## src/rtl/sha256_schedule_ctrl.sv

```systemverilog
// Sequencer for the SHA-256 message scheduler: loads 16 message words, then
// steps round_t 0..63, holding each expanded round for the W[t] calculation.
module sha256_schedule_ctrl #(
    parameter int ROUND_HOLD = 5
) (
    input  logic        clk,
    input  logic        reset_n,
    input  logic        start,
    input  logic        abort,
    input  logic        msg_valid,
    input  logic [31:0] msg_word,
    output logic        msg_ready,
    output logic        start_new_block,
    output logic        write_enable_in,
    output logic [3:0]  message_word_addr,
    output logic [31:0] message_word_in,
    output logic [5:0]  round_t,
    output logic        wt_valid,
    output logic        last_round,
    output logic        block_done,
    output logic        busy
);

    localparam int HW = (ROUND_HOLD > 1) ? $clog2(ROUND_HOLD) : 1;
    localparam logic [HW-1:0] HOLD_MAX = HW'(ROUND_HOLD - 1);

    typedef enum logic [1:0] {S_IDLE, S_LOAD, S_ROUND, S_DONE} state_t;

    state_t        state, state_nxt;
    logic [4:0]    load_cnt, load_cnt_nxt;
    logic [5:0]    round_nxt;
    logic [HW-1:0] hold_cnt, hold_nxt;
    logic          first_load, first_load_nxt;
    logic          accept;
    logic          round_step;

    always_ff @(posedge clk or negedge reset_n) begin
        if (!reset_n) begin
            state      <= S_IDLE;
            load_cnt   <= '0;
            round_t    <= '0;
            hold_cnt   <= '0;
            first_load <= 1'b0;
        end else begin
            state      <= state_nxt;
            load_cnt   <= load_cnt_nxt;
            round_t    <= round_nxt;
            hold_cnt   <= hold_nxt;
            first_load <= first_load_nxt;
        end
    end

    always_comb begin
        msg_ready         = (state == S_LOAD);
        accept            = msg_valid & msg_ready;
        write_enable_in   = accept;
        message_word_in   = msg_word;
        message_word_addr = load_cnt[3:0];
        start_new_block   = first_load;
        busy              = (state != S_IDLE);
        // Unexpanded rounds advance every cycle; expanded ones wait out the hold window.
        round_step        = (state == S_ROUND) & ~abort &
                            ((round_t < 6'd16) | (hold_cnt == HOLD_MAX));
        wt_valid          = round_step;
        last_round        = round_step & (round_t == 6'd63);
        block_done        = (state == S_DONE) & ~abort;
    end

    always_comb begin
        state_nxt      = state;
        load_cnt_nxt   = load_cnt;
        round_nxt      = round_t;
        hold_nxt       = hold_cnt;
        first_load_nxt = 1'b0;
        if (abort) begin
            state_nxt    = S_IDLE;
            load_cnt_nxt = '0;
            round_nxt    = '0;
            hold_nxt     = '0;
        end else begin
            case (state)
                S_IDLE: begin
                    load_cnt_nxt = '0;
                    round_nxt    = '0;
                    hold_nxt     = '0;
                    if (start) begin
                        state_nxt      = S_LOAD;
                        first_load_nxt = 1'b1;
                    end
                end
                S_LOAD: begin
                    if (accept) begin
                        load_cnt_nxt = load_cnt + 5'd1;
                        if (load_cnt == 5'd15) begin
                            state_nxt = S_ROUND;
                            round_nxt = '0;
                            hold_nxt  = '0;
                        end
                    end
                end
                S_ROUND: begin
                    if (round_step) begin
                        hold_nxt = '0;
                        if (round_t == 6'd63) begin
                            state_nxt = S_DONE;
                            round_nxt = '0;
                        end else begin
                            round_nxt = round_t + 6'd1;
                        end
                    end else if (round_t >= 6'd16) begin
                        hold_nxt = hold_cnt + 1'b1;
                    end
                end
                S_DONE: begin
                    state_nxt    = S_IDLE;
                    load_cnt_nxt = '0;
                    round_nxt    = '0;
                    hold_nxt     = '0;
                end
                default: state_nxt = S_IDLE;
            endcase
        end
    end

endmodule

```

## config.mk

```make
export PLATFORM = sky130hd
export DESIGN_NAME = sha256_schedule_ctrl
export DESIGN_NICKNAME = d
export VERILOG_FILES = /design/src/rtl/sha256_schedule_ctrl.sv
export SDC_FILE = /design/constraint.sdc
export NUM_CORES = 1
export LEC_CHECK = 0
export ABC_AREA = 1
export BUFFER_PORTS_ARGS = -buffer_cell sky130_fd_sc_hd__buf_2
export CELL_PAD_IN_SITES_DETAIL_PLACEMENT = 0
export CELL_PAD_IN_SITES_GLOBAL_PLACEMENT = 1
export CORE_ASPECT_RATIO = 0.5
export CORE_MARGIN = 3
export CORE_UTILIZATION = 31
export CTS_CLUSTER_DIAMETER = 200
export DETAILED_ROUTE_END_ITERATION = 12
export GPL_ROUTABILITY_DRIVEN = 1
export PLACE_DENSITY_LB_ADDON = 0.1
export SLEW_MARGIN = 20
export SYNTH_ARGS = -nofsm -noshare
export SYNTH_HDL_FRONTEND = slang
export SYNTH_SLANG_ARGS = --single-unit
```

## constraint.sdc

```tcl
create_clock -name clk -period 2.3 [get_ports clk]
set_input_delay 0.46 -clock clk [delete_from_list [all_inputs] [get_ports clk]]
set_output_delay 0.46 -clock clk [all_outputs]
set_load 0.02 [all_outputs]
```

# Word level (Yosys, flattened, before mapping)
# Cells that the tools add are included.
[classes]
n_addsub = 3
magnitude_cmp = 2
eq_ne = 12
n_mux = 25
bitwise = 7
n_reduce_logical = 8
[ops]
columns = ["operator", "n"]
rows = [
  ["$mux 6", 5],
  ["$pmux 6 s3", 1],
  ["$mux 3", 5],
  ["$mux 2", 6],
  ["$mux 5", 2],
  ["$pmux 5 s2", 1],
  ["$ne 3x2->1 const B", 3],
  ["$pmux 3 s3", 1],
  ["$pmux 2 s4", 1],
  ["$add 6x1->6 const B", 1],
  ["$eq 6x6->1 const B", 1],
  ["$ge 6x5->1 const B", 1],
  ["$lt 6x5->1 const B", 1],
  ["$ne 3x3->1 const B", 2],
  ["$reduce_and 3->1", 2],
  ["$add 5x1->5 const B", 1],
  ["$and 1x1->1", 5],
  ["$eq 5x4->1 const B", 1],
  ["$reduce_and 5->1", 1],
  ["$eq 2x2->1 const B", 2],
  ["$ne 4x3->1 const B", 1],
  ["$add 3x1->3 const B", 1],
  ["$eq 3x3->1 const B", 1],
  ["$mux 1", 3],
  ["other kinds (8)", 8],
]
[totals]
regBits = 17
inputBits = 37
out_inout_bits = 49
word_cells = 62

# Logic depth before layout (Yosys ltp)
# Gate-level depths: netlist of the first run.
[logic_depth]
word_depth = 6
depth_mapped = 11
ltp_nobuf = 11

# Least setup slack after synthesis of the first run
# OpenSTA, ideal clock, no wires.
[synth_path]
path_kind = "reg-to-output"
startpoint = "reg round_t[1]"
endpoint = "out last_round"
arrival_ns = 1.354
required_ns = 1.840
slack_ns = 0.486
path_stages_with_launch = 4
path_cell_list = "dfrtp_1 -> ha_1 -> nand3_1 -> nor3_1"
[synth_via]
elab_chain_len = 4
word_cells_on_any_way = 5
[synth_lines]
columns = ["element", "line", "rtl"]
rows = [
  ["from (decl)", "17", "output logic [5:0] round_t,"],
  ["from (signal assigned)", "47", "round_t <= round_nxt;"],
  ["$lt 6x5->1", "63", "((round_t < 6'd16) | (hold_cnt == HOLD_MAX));"],
  ["$or 1x1->1", "63", ""],
  ["$and 1x1->1", "62", "round_step = (state == S_ROUND) & ~abort &"],
  ["$and 1x1->1 *", "65", "last_round = round_step & (round_t == 6'd63);"],
  ["to (decl)", "19", "output logic last_round,"],
]
# Every way passes the cells marked *; elsewhere a longest branch is shown, timed or not.

# Worst setup path in the final report of the first run
[layout_path]
startpoint = "reg state[0]"
endpoint = "out last_round"
[layout_via]
elab_chain_len = 4
[layout_lines]
columns = ["element", "line", "rtl"]
rows = [
  ["from (decl)", "29", "state_t state, state_nxt;"],
  ["from (signal assigned)", "45", "state <= state_nxt;"],
  ["$eq 2x2->1", "62", ""],
  ["$and 1x1->1 (2 in a row)", "62", ""],
  ["$and 1x1->1", "65", ""],
]
# No other way between the ends.

==> results of run 1 <==
==> critical path, delay by kind of cell, from the launching register on <==
kind / cells / cell delay, ps
flip-flops: 1 / 420
buffers and inverters: 3 / 360
AND/OR/NAND/NOR: 3 / 350
adder cells (fa/ha/maj): 1 / 170
==> per-stage QoR <==
stage | utilization | instance area [um^2] | cells | setup slack [ps] | hold slack, ps
floorplan | - | 1370 | 176 | 486 | 164
global placement | 0.309 | 1260 | 214 | 599 | 436
detailed placement | 0.309 | 1260 | 214 | 553 | 430
CTS | 0.320 | 1310 | 218 | 264 | 144
global route | 0.320 | 1310 | 218 | 147 | 157
finish | 0.320 | 1310 | 218 | 296 | 125
==> report_power, final <==
group	total, mW	switching [mW]	internal (mW)
logic	0.426	0.291	0.135
clock network	0.237	0.114	0.123
registers	0.357	0.0282	0.328
==> metal layers <==
layer | routed length (um) | part of all wire
met1 | 1350 | 0.48
met4 | 28 | 0.010
met2 | 1170 | 0.42
met3 | 260 | 0.093
met5 | 0 | 0
==> cells in the mapped netlist (all sizes together) <==
cell / instances / area [um^2]
dfrtp: 17 / 425
o21ai: 6 / 41.3
buf: 37 / 282
o21bai: 1 / 7.51
a21oi: 7 / 38.8
nand3: 12 / 77.6
nor2: 19 / 96.3
nor3: 3 / 20.0
o22ai: 1 / 6.26
nand2: 36 / 153
and3: 1 / 6.26
nand4: 2 / 12.5
ha: 9 / 113
inv: 25 / 93.8
==> worst max-delay path by stage <==
stage,to,slack [ps],depth (start not counted)
2_1_floorplan,last_round,490,3
3_3_place_gp,last_round,600,7
3_5_place_dp,last_round,550,7
4_1_cts,last_round,260,7
5_1_grt,last_round,150,7
6_report,last_round,300,7
==> logic make-up (layout without fill, tap and decap cells) <==
family	Yosys count	count (layout)	synth area share
AO/OA/AOI/OAI	15	15	0.0684
adder cells (fa/ha/maj)	9	9	0.0820
buffers and inverters	62	50	0.273
flip-flops	17	17	0.310
AND/OR/NAND/NOR	73	73	0.266
==> final cells by class <==
cell class | count | area share
clock buffers | 4 | 0.0344
inverters | 25 | 0.0717
multi-input cells | 97 | 0.437
flip-flops and latches | 17 | 0.325
well taps | 54 | 0.0516
repair buffers | 21 | 0.0803
==> layout by cell type (no fill, tap or decap), types with 2 or more instances in the layout <==
cell type  instances
o21ai_1            2
nor2_1            15
nand2_1           33
buf_2             21
nand4_1            2
dfrtp_1           17
a21oi_1            6
inv_2              3
nand2_4            2
nand3_1           10
o21ai_0            3
nor2_4             3
inv_1             22
nor3_1             2
clkbuf_8           3
ha_1               9
==> sequential cells by signal, indices dropped and copies added, names as in the netlist <==
| signal | count |
|---|---|
| load_cnt | 5 |
| round_t | 6 |
| start_new_block | 1 |
| state | 2 |
| hold_cnt | 3 |
==> reports/metrics.csv, run 1 <==
stage,metric,value,unit
floorplan,die_y,53.1,um
clock_tree,cts_tree,built,
timing,relSlewSlack,0.717,
power,powerDensity,779,nW/um^2
timing,setup_viol,0,
clock_tree,cts_buffers,3,
detailed_routing,dr.pass1.iters,4,
floorplan,core,4080,um^2
cells_and_area,multi_input_area,572,um^2
clock_tree,cts_htree_levels,1,
timing,worst_pin_slew,424,ps
setup_path,r2r_start,load_cnt[1],
detailed_routing,routed_wl,2810,um
global_routing,use_met3,0.0474,
cells_and_area,fin_nets,211,
floorplan,rows,16,
global_routing,overflow,0,
detailed_routing,via_per_inst,4.23,
placement,portBuffers,21,
placement,dp_hpwl,2220,um
setup_path,cp-start-kind,flip-flop,
synth,synth_nets,222,
setup_path,r2r-end,round_t[3],
clock_tree,post_cts_buffers,0,
detailed_routing,vias,922,
clock_tree,clk_pin_slew_worst_paths,80,ps
cells_and_area,fillers,446,
global_routing,use_met1,0.141,
detailed_routing,ant_nets,0,
clock_tree,max-clock-path-buffers,2,
timing,slew_viol_final,0,
timing,final_hold_viol_count,0,
global_routing,grt_pass1_vias,869,
setup_path,crit_chain,"inv_1, ha_1, inv_1, nor2_4, nand2_1, nor3_1, buf_2",
setup_path,path_common_cell,inv_1,
floorplan,io_pins,86,
setup_path,ff2ff_path_depth,11,
cells_and_area,drive_gt1_frac,0.238,
job,cap_violations,0,
clock_tree,root_buffer,clkbuf_8,
floorplan,fp.dieW,100,um
clock_tree,clock_latency,260,ps
worst_hold_path,hold_class,in -> async,
setup_path,cpPeakStageDelay,420,ps
setup_path,r2r_slack,670,ps
global_routing,grt_pass1_wl,4370,um
synth,synth-seq-area-share,0.310,
synth,synth_cell_types,26,
clock_tree,postCtsResizedCells,0,
setup_path,path_class,reg -> out,
cells_and_area,syn_to_final_growth,-4.65,%
timing,skew,9.80,ps
global_routing,groute.layer.met2.usage,0.164,
setup_path,worstPathMaxFanout,5,
global_routing,grtUsageTotal,0.109,
setup_path,cp_data_arrival_time,1540,ps
power,p_total,1.02,mW
global_routing,grt_max_degree,18,
timing,rsz0062_at_grt,no,
placement,place_congestion,0.745,
setup_path,cp.required,1840,ps
timing,fin_tns_setup,0,ps
status,status,finished clean,
floorplan,start_util,0.336,
cells_and_area,antenna_cells,0,
detailed_routing,routedWlPerCell,12.9,um
global_routing,top_usage_layer,met2,
clock_tree,cts_sinks,17,
synth,ys_ff_latch,17,
timing,fin_crit,2000,ps
detailed_routing,drc_errors,0,
setup_path,crit_start,state[0],
synth,netlist_instances,176,
timing,max_freq,0.499,GHz
floorplan,die_area,5310,um^2
power,ir_worst_vdd,0.000203,V
power,p_leak,0.695,nW
synth,yosys_warnings,0,
cells_and_area,seqCellArea,425,um^2
synth,synth_area,1370,um^2
synth,synth.avg_cell_area,7.80,um^2
setup_path,end_kind,primary output,
detailed_routing,drtIter0Drc,22,
timing,post-route-period-util,0.871,
setup_path,slowest_stage,dfrtp_1,
clock_tree,cts_hold_buf,0,
global_routing,grt_antenna_before_repair,0,
No activity file was read; power rests on OpenSTA's default activity.
==> inputs of run 2 (changes only) <==
--- a/config.mk
+++ b/config.mk
@@ -15,7 +15,7 @@
 export CTS_CLUSTER_DIAMETER = 200
 export DETAILED_ROUTE_END_ITERATION = 12
 export GPL_ROUTABILITY_DRIVEN = 1
-export PLACE_DENSITY_LB_ADDON = 0.1
+export PLACE_DENSITY = 0.85
 export SLEW_MARGIN = 20
 export SYNTH_ARGS = -nofsm -noshare
 export SYNTH_HDL_FRONTEND = slang
==> reports/metrics.csv, run 2 (same netlist as run 1, synthesis figures left out) <==
stage,metric,value,unit
global_routing,grt_antenna_before_repair,0,
setup_path,crit_start,state[0],
cells_and_area,final_common_cell,nand2_1,
clock_tree,max-clock-path-buffers,2,
timing,relSlewSlack,0.725,
cells_and_area,antenna_cells,0,
floorplan,rows,16,
placement,place_congestion,0.860,
global_routing,overflow,0,
cells_and_area,reg_top3,"round_t x6, load_cnt x5, hold_cnt x3",
clock_tree,cts_htree_levels,1,
setup_path,cp_num_buf_inv,3,
clock_tree,post_cts_buffers,0,
detailed_routing,routedWlPerCell,11.4,um
setup_path,r2r_slack,710,ps
timing,setup_slack,321,ps
power,p_total,1.01,mW
setup_path,cp_data_arrival_time,1520,ps
timing,worst_pin_slew,412,ps
detailed_routing,dr.pass1.iters,4,
floorplan,die_area,5310,um^2
floorplan,fp.dieW,100,um
setup_path,crit_chain,"inv_1, ha_1, inv_1, nor2_4, nand2_1, nor3_1, buf_2",
setup_path,path_class,reg -> out,
detailed_routing,routed_wl,2480,um
setup_path,crit_family,flip-flops,
setup_path,path_common_cell,inv_1,
detailed_routing,ant_nets,0,
setup_path,ff2ff_path_depth,11,
global_routing,grtUsageTotal,0.100,
job,cap_violations,0,
detailed_routing,via_per_inst,4.33,
timing,rsz0062_at_grt,no,
setup_path,r2r_start,load_cnt[1],
clock_tree,root_buffer,clkbuf_8,
setup_path,slowest_stage,dfrtp_1,
floorplan,start_util,0.336,
clock_tree,clk_pin_slew_worst_paths,70,ps
setup_path,end_kind,primary output,
floorplan,core,4080,um^2
timing,slew_viol_final,0,
timing,post-route-period-util,0.861,
placement,pre_cts_ws,579,ps
setup_path,r2r-end,round_t[3],
setup_path,worstPathMaxFanout,5,
timing,final_hold_viol_count,0,
global_routing,grt_pass1_vias,935,
cells_and_area,regMostFlops,round_t,
power,powerDensity,769,nW/um^2
placement,dp_hpwl,1950,um
clock_tree,cts_buffers,3,
global_routing,grt_pass1_wl,4170,um
worst_hold_path,hold_class,in -> async,
detailed_routing,drtIter0Drc,18,
timing,fin_tns_setup,0,ps
setup_path,path_depth,7,
detailed_routing,vias,945,
cells_and_area,largest_register_ffs,6,
setup_path,cpPeakStageDelay,420,ps
power,ir_worst_vdd,0.000183,V
timing,fin_crit,1980,ps
timing,skew,11.2,ps
cells_and_area,syn_to_final_growth,-4.56,%
global_routing,grt_max_degree,18,
clock_tree,clock_latency,260,ps
floorplan,io_pins,86,
timing,max_freq,0.505,GHz
cells_and_area,fin_nets,211,
cells_and_area,drive_gt1_frac,0.244,
detailed_routing,drc_errors,0,
cells_and_area,design_area,1310,um^2
setup_path,cp.required,1840,ps
setup_path,setup.worst_path.end,last_round,
placement,portBuffers,21,
status,status,finished clean,
power,p_leak,0.698,nW
cells_and_area,fillers,443,
clock_tree,cts_sinks,17,
setup_path,cp-start-kind,flip-flop,
cells_and_area,mostFrequentLayoutCells,"nand2_1 (33), inv_1 (22), buf_2 (21), dfrtp_1 (17), nor2_1 (15)",
floorplan,die_y,53.1,um
clock_tree,cts_tree,built,
placement,placed_cell_area,1260,um^2
timing,setup_viol,0,
clock_tree,postCtsResizedCells,0,
clock_tree,cts_hold_buf,0,
==> run 2: cell types whose count changed in the layout (fill, tap and decap cells not counted), sizes merged <==
cell and change:
clkinv +1, clkbuf -1
==> run 2: layer usage <==
layer | wire length [um] | global-route usage
met5 | 0 | 0
met4 | 133 | 0.0783
met3 | 173 | 0.0303
met2 | 1140 | 0.166
met1 | 1030 | 0.110
==> run 2: worst min path at each step <==
stage / from / endpoint / cells past startpoint
6_report: reset_n / round_t[1] / 1
5_1_grt: reset_n / round_t[3] / 1
4_1_cts: reset_n / round_t[3] / 1
3_5_place_dp: reset_n / round_t[3] / 1
3_3_place_gp: reset_n / round_t[3] / 1
2_1_floorplan: reset_n / hold_cnt[0] / 0
==> run 2: stage by stage <==
step / instances / util / hold WS (ps)
global placement: 214 / 0.309 / 415
CTS: 218 / 0.321 / 130
finish: 218 / 0.321 / 119
global route: 218 / 0.321 / 143
floorplan: 176 / - / 164
detailed placement: 214 / 0.309 / 413
==> run 2: area by class of cell <==
type / count / area, um^2 / share of cell area
well taps: 54 / 67.6 / 0.0516
flip-flops and latches: 17 / 425 / 0.325
multi-input cells: 97 / 572 / 0.436
repair buffers: 21 / 105 / 0.0802
inverters: 25 / 93.8 / 0.0716
clock buffers: 3 / 41.3 / 0.0315
clock inverters: 1 / 5.00 / 0.00382
==> run 2: report_power, final <==
group | leakage (nW) | internal (mW) | switching, mW
clock | 0.0255 | 0.120 | 0.107
sequential | 0.234 | 0.328 | 0.0282
combinational | 0.439 | 0.136 | 0.287
==> inputs of run 3 (changes only) <==
--- a/config.mk
+++ b/config.mk
@@ -15,7 +15,7 @@
 export CTS_CLUSTER_DIAMETER = 200
 export DETAILED_ROUTE_END_ITERATION = 12
 export GPL_ROUTABILITY_DRIVEN = 1
-export PLACE_DENSITY = 0.85
+export PLACE_DENSITY = 0.88
 export SLEW_MARGIN = 20
 export SYNTH_ARGS = -nofsm -noshare
 export SYNTH_HDL_FRONTEND = slang
==> reports/metrics.csv, run 3 (same netlist as run 1, synthesis figures left out) <==
stage,metric,value,unit
placement,portBuffers,21,
cells_and_area,largest_register_ffs,6,
setup_path,path_class,reg -> out,
clock_tree,max-clock-path-buffers,2,
setup_path,ff2ff_path_depth,11,
global_routing,overflow,0,
timing,slew_viol_final,0,
detailed_routing,drtIter0Drc,26,
clock_tree,cts_hold_buf,0,
clock_tree,cts_tree,built,
setup_path,cp-start-kind,flip-flop,
power,powerDensity,769,nW/um^2
clock_tree,clk_pin_slew_worst_paths,70,ps
setup_path,r2r-end,round_t[3],
setup_path,path_common_cell,inv_1,
floorplan,die_area,5310,um^2
power,ir_worst_vdd,0.000177,V
timing,relSlewSlack,0.728,
setup_path,cpPeakStageDelay,420,ps
detailed_routing,routed_wl,2450,um
timing,max_freq,0.501,GHz
status,status,finished clean,
setup_path,crit_chain,"inv_1, ha_1, inv_1, nor2_4, nand2_1, nor3_1, buf_2",
timing,fin_crit,1990,ps
cells_and_area,fin_nets,211,
clock_tree,cts_sinks,17,
detailed_routing,ant_nets,0,
global_routing,grtUsageTotal,0.0989,
global_routing,grt_pass1_vias,914,
timing,final_hold_viol_count,0,
timing,worst_pin_slew,408,ps
clock_tree,post_cts_buffers,0,
detailed_routing,via_per_inst,4.37,
cells_and_area,syn_to_final_growth,-4.56,%
job,cap_violations,0,
detailed_routing,dr.pass1.iters,4,
global_routing,grt_antenna_before_repair,0,
cells_and_area,final_common_cell,nand2_1,
timing,rsz0062_at_grt,no,
setup_path,r2r_start,load_cnt[1],
clock_tree,clock_latency,260,ps
cells_and_area,mostFrequentLayoutCells,"nand2_1 (33), inv_1 (22), buf_2 (21), dfrtp_1 (17), nor2_1 (15)",
floorplan,start_util,0.336,
global_routing,grt_max_degree,18,
timing,post-route-period-util,0.867,
detailed_routing,routedWlPerCell,11.3,um
detailed_routing,drc_errors,0,
setup_path,end_kind,primary output,
power,p_leak,0.698,nW
cells_and_area,regMostFlops,round_t,
clock_tree,postCtsResizedCells,0,
clock_tree,cts_htree_levels,1,
floorplan,rows,16,
setup_path,cp_data_arrival_time,1530,ps
cells_and_area,finalNonFillerCells,218,
cells_and_area,reg_top3,"round_t x6, load_cnt x5, hold_cnt x3",
floorplan,io_pins,86,
placement,place_congestion,0.865,
placement,dp.cells,214,
timing,skew,10.9,ps
floorplan,core,4080,um^2
floorplan,fp.dieW,100,um
setup_path,worstPathMaxFanout,5,
floorplan,die_y,53.1,um
placement,dp_hpwl,1960,um
clock_tree,root_buffer,clkbuf_8,
detailed_routing,vias,953,
setup_path,slowest_stage,dfrtp_1,
timing,setup_viol,0,
clock_tree,cts_buffers,3,
cells_and_area,antenna_cells,0,
cells_and_area,fillers,439,
timing,fin_tns_setup,0,ps
cells_and_area,seqCellArea,425,um^2
cells_and_area,multi_input_area,572,um^2
setup_path,r2r_slack,730,ps
worst_hold_path,hold_class,in -> async,
global_routing,grt_pass1_wl,4080,um
setup_path,cp.required,1840,ps
cells_and_area,drive_gt1_frac,0.244,
## run 3: cell counts in the layout (fill, tap and decap cells not counted)
Identical to the previous run, type by type.
## run 3: layout make-up
cell class                 instances  share of cell area
timing repair buffer              21              0.0802
tap                               54              0.0516
inverter                          25              0.0716
sequential                        17               0.325
clock buffer                       3              0.0315
clock inverter                     1             0.00382
multi-input combinational         97               0.436
## run 3: stage by stage
step / power, mW / util / hold WS [ps] / worst slack (ps) / cell area (um^2)
finish: 1.01 / 0.321 / 116 / 305 / 1310
detailed placement: 0.789 / 0.309 / 419 / 572 / 1260
global placement: 0.783 / 0.309 / 412 / 611 / 1260
global route: 1.09 / 0.321 / 140 / 142 / 1310
floorplan: 0.779 / - / 164 / 486 / 1370
CTS: 1.02 / 0.321 / 129 / 287 / 1310
## run 3: worst max-delay path by stage
stage / start / to
floorplan: round_t[1] / last_round
finish: state[0] / last_round
CTS: state[0] / last_round
detailed placement: state[0] / last_round
global route: state[0] / last_round
global placement: state[0] / last_round
## run 3: worst max-delay path, delay by kind of cell, from the launching register on
| family | cells | cell delay [ps] |
|---|---|---|
| adders and majority gates | 1 | 160 |
| and+or+nand+nor | 3 | 350 |
| buffers and inverters | 3 | 330 |
| DFF | 1 | 420 |
## run 3: power by group
group	leakage [nW]	switching, mW	internal [mW]
sequential	0.234	0.0273	0.328
combinational	0.439	0.287	0.135
clock	0.0255	0.109	0.120
## run 3: routing by layer
| metal | wire (um) | share of wire | global-route usage | vias up |
|---|---|---|---|---|
| met3 | 192 | 0.078 | 0.0355 | 22 |
| met4 | 87 | 0.035 | 0.0559 | 0 |
| met1 | 978 | 0.40 | 0.109 | 421 |
| li1 | - | - | - | 488 |
| met5 | 0 | 0 | 0 | - |
| met2 | 1200 | 0.49 | 0.169 | 22 |
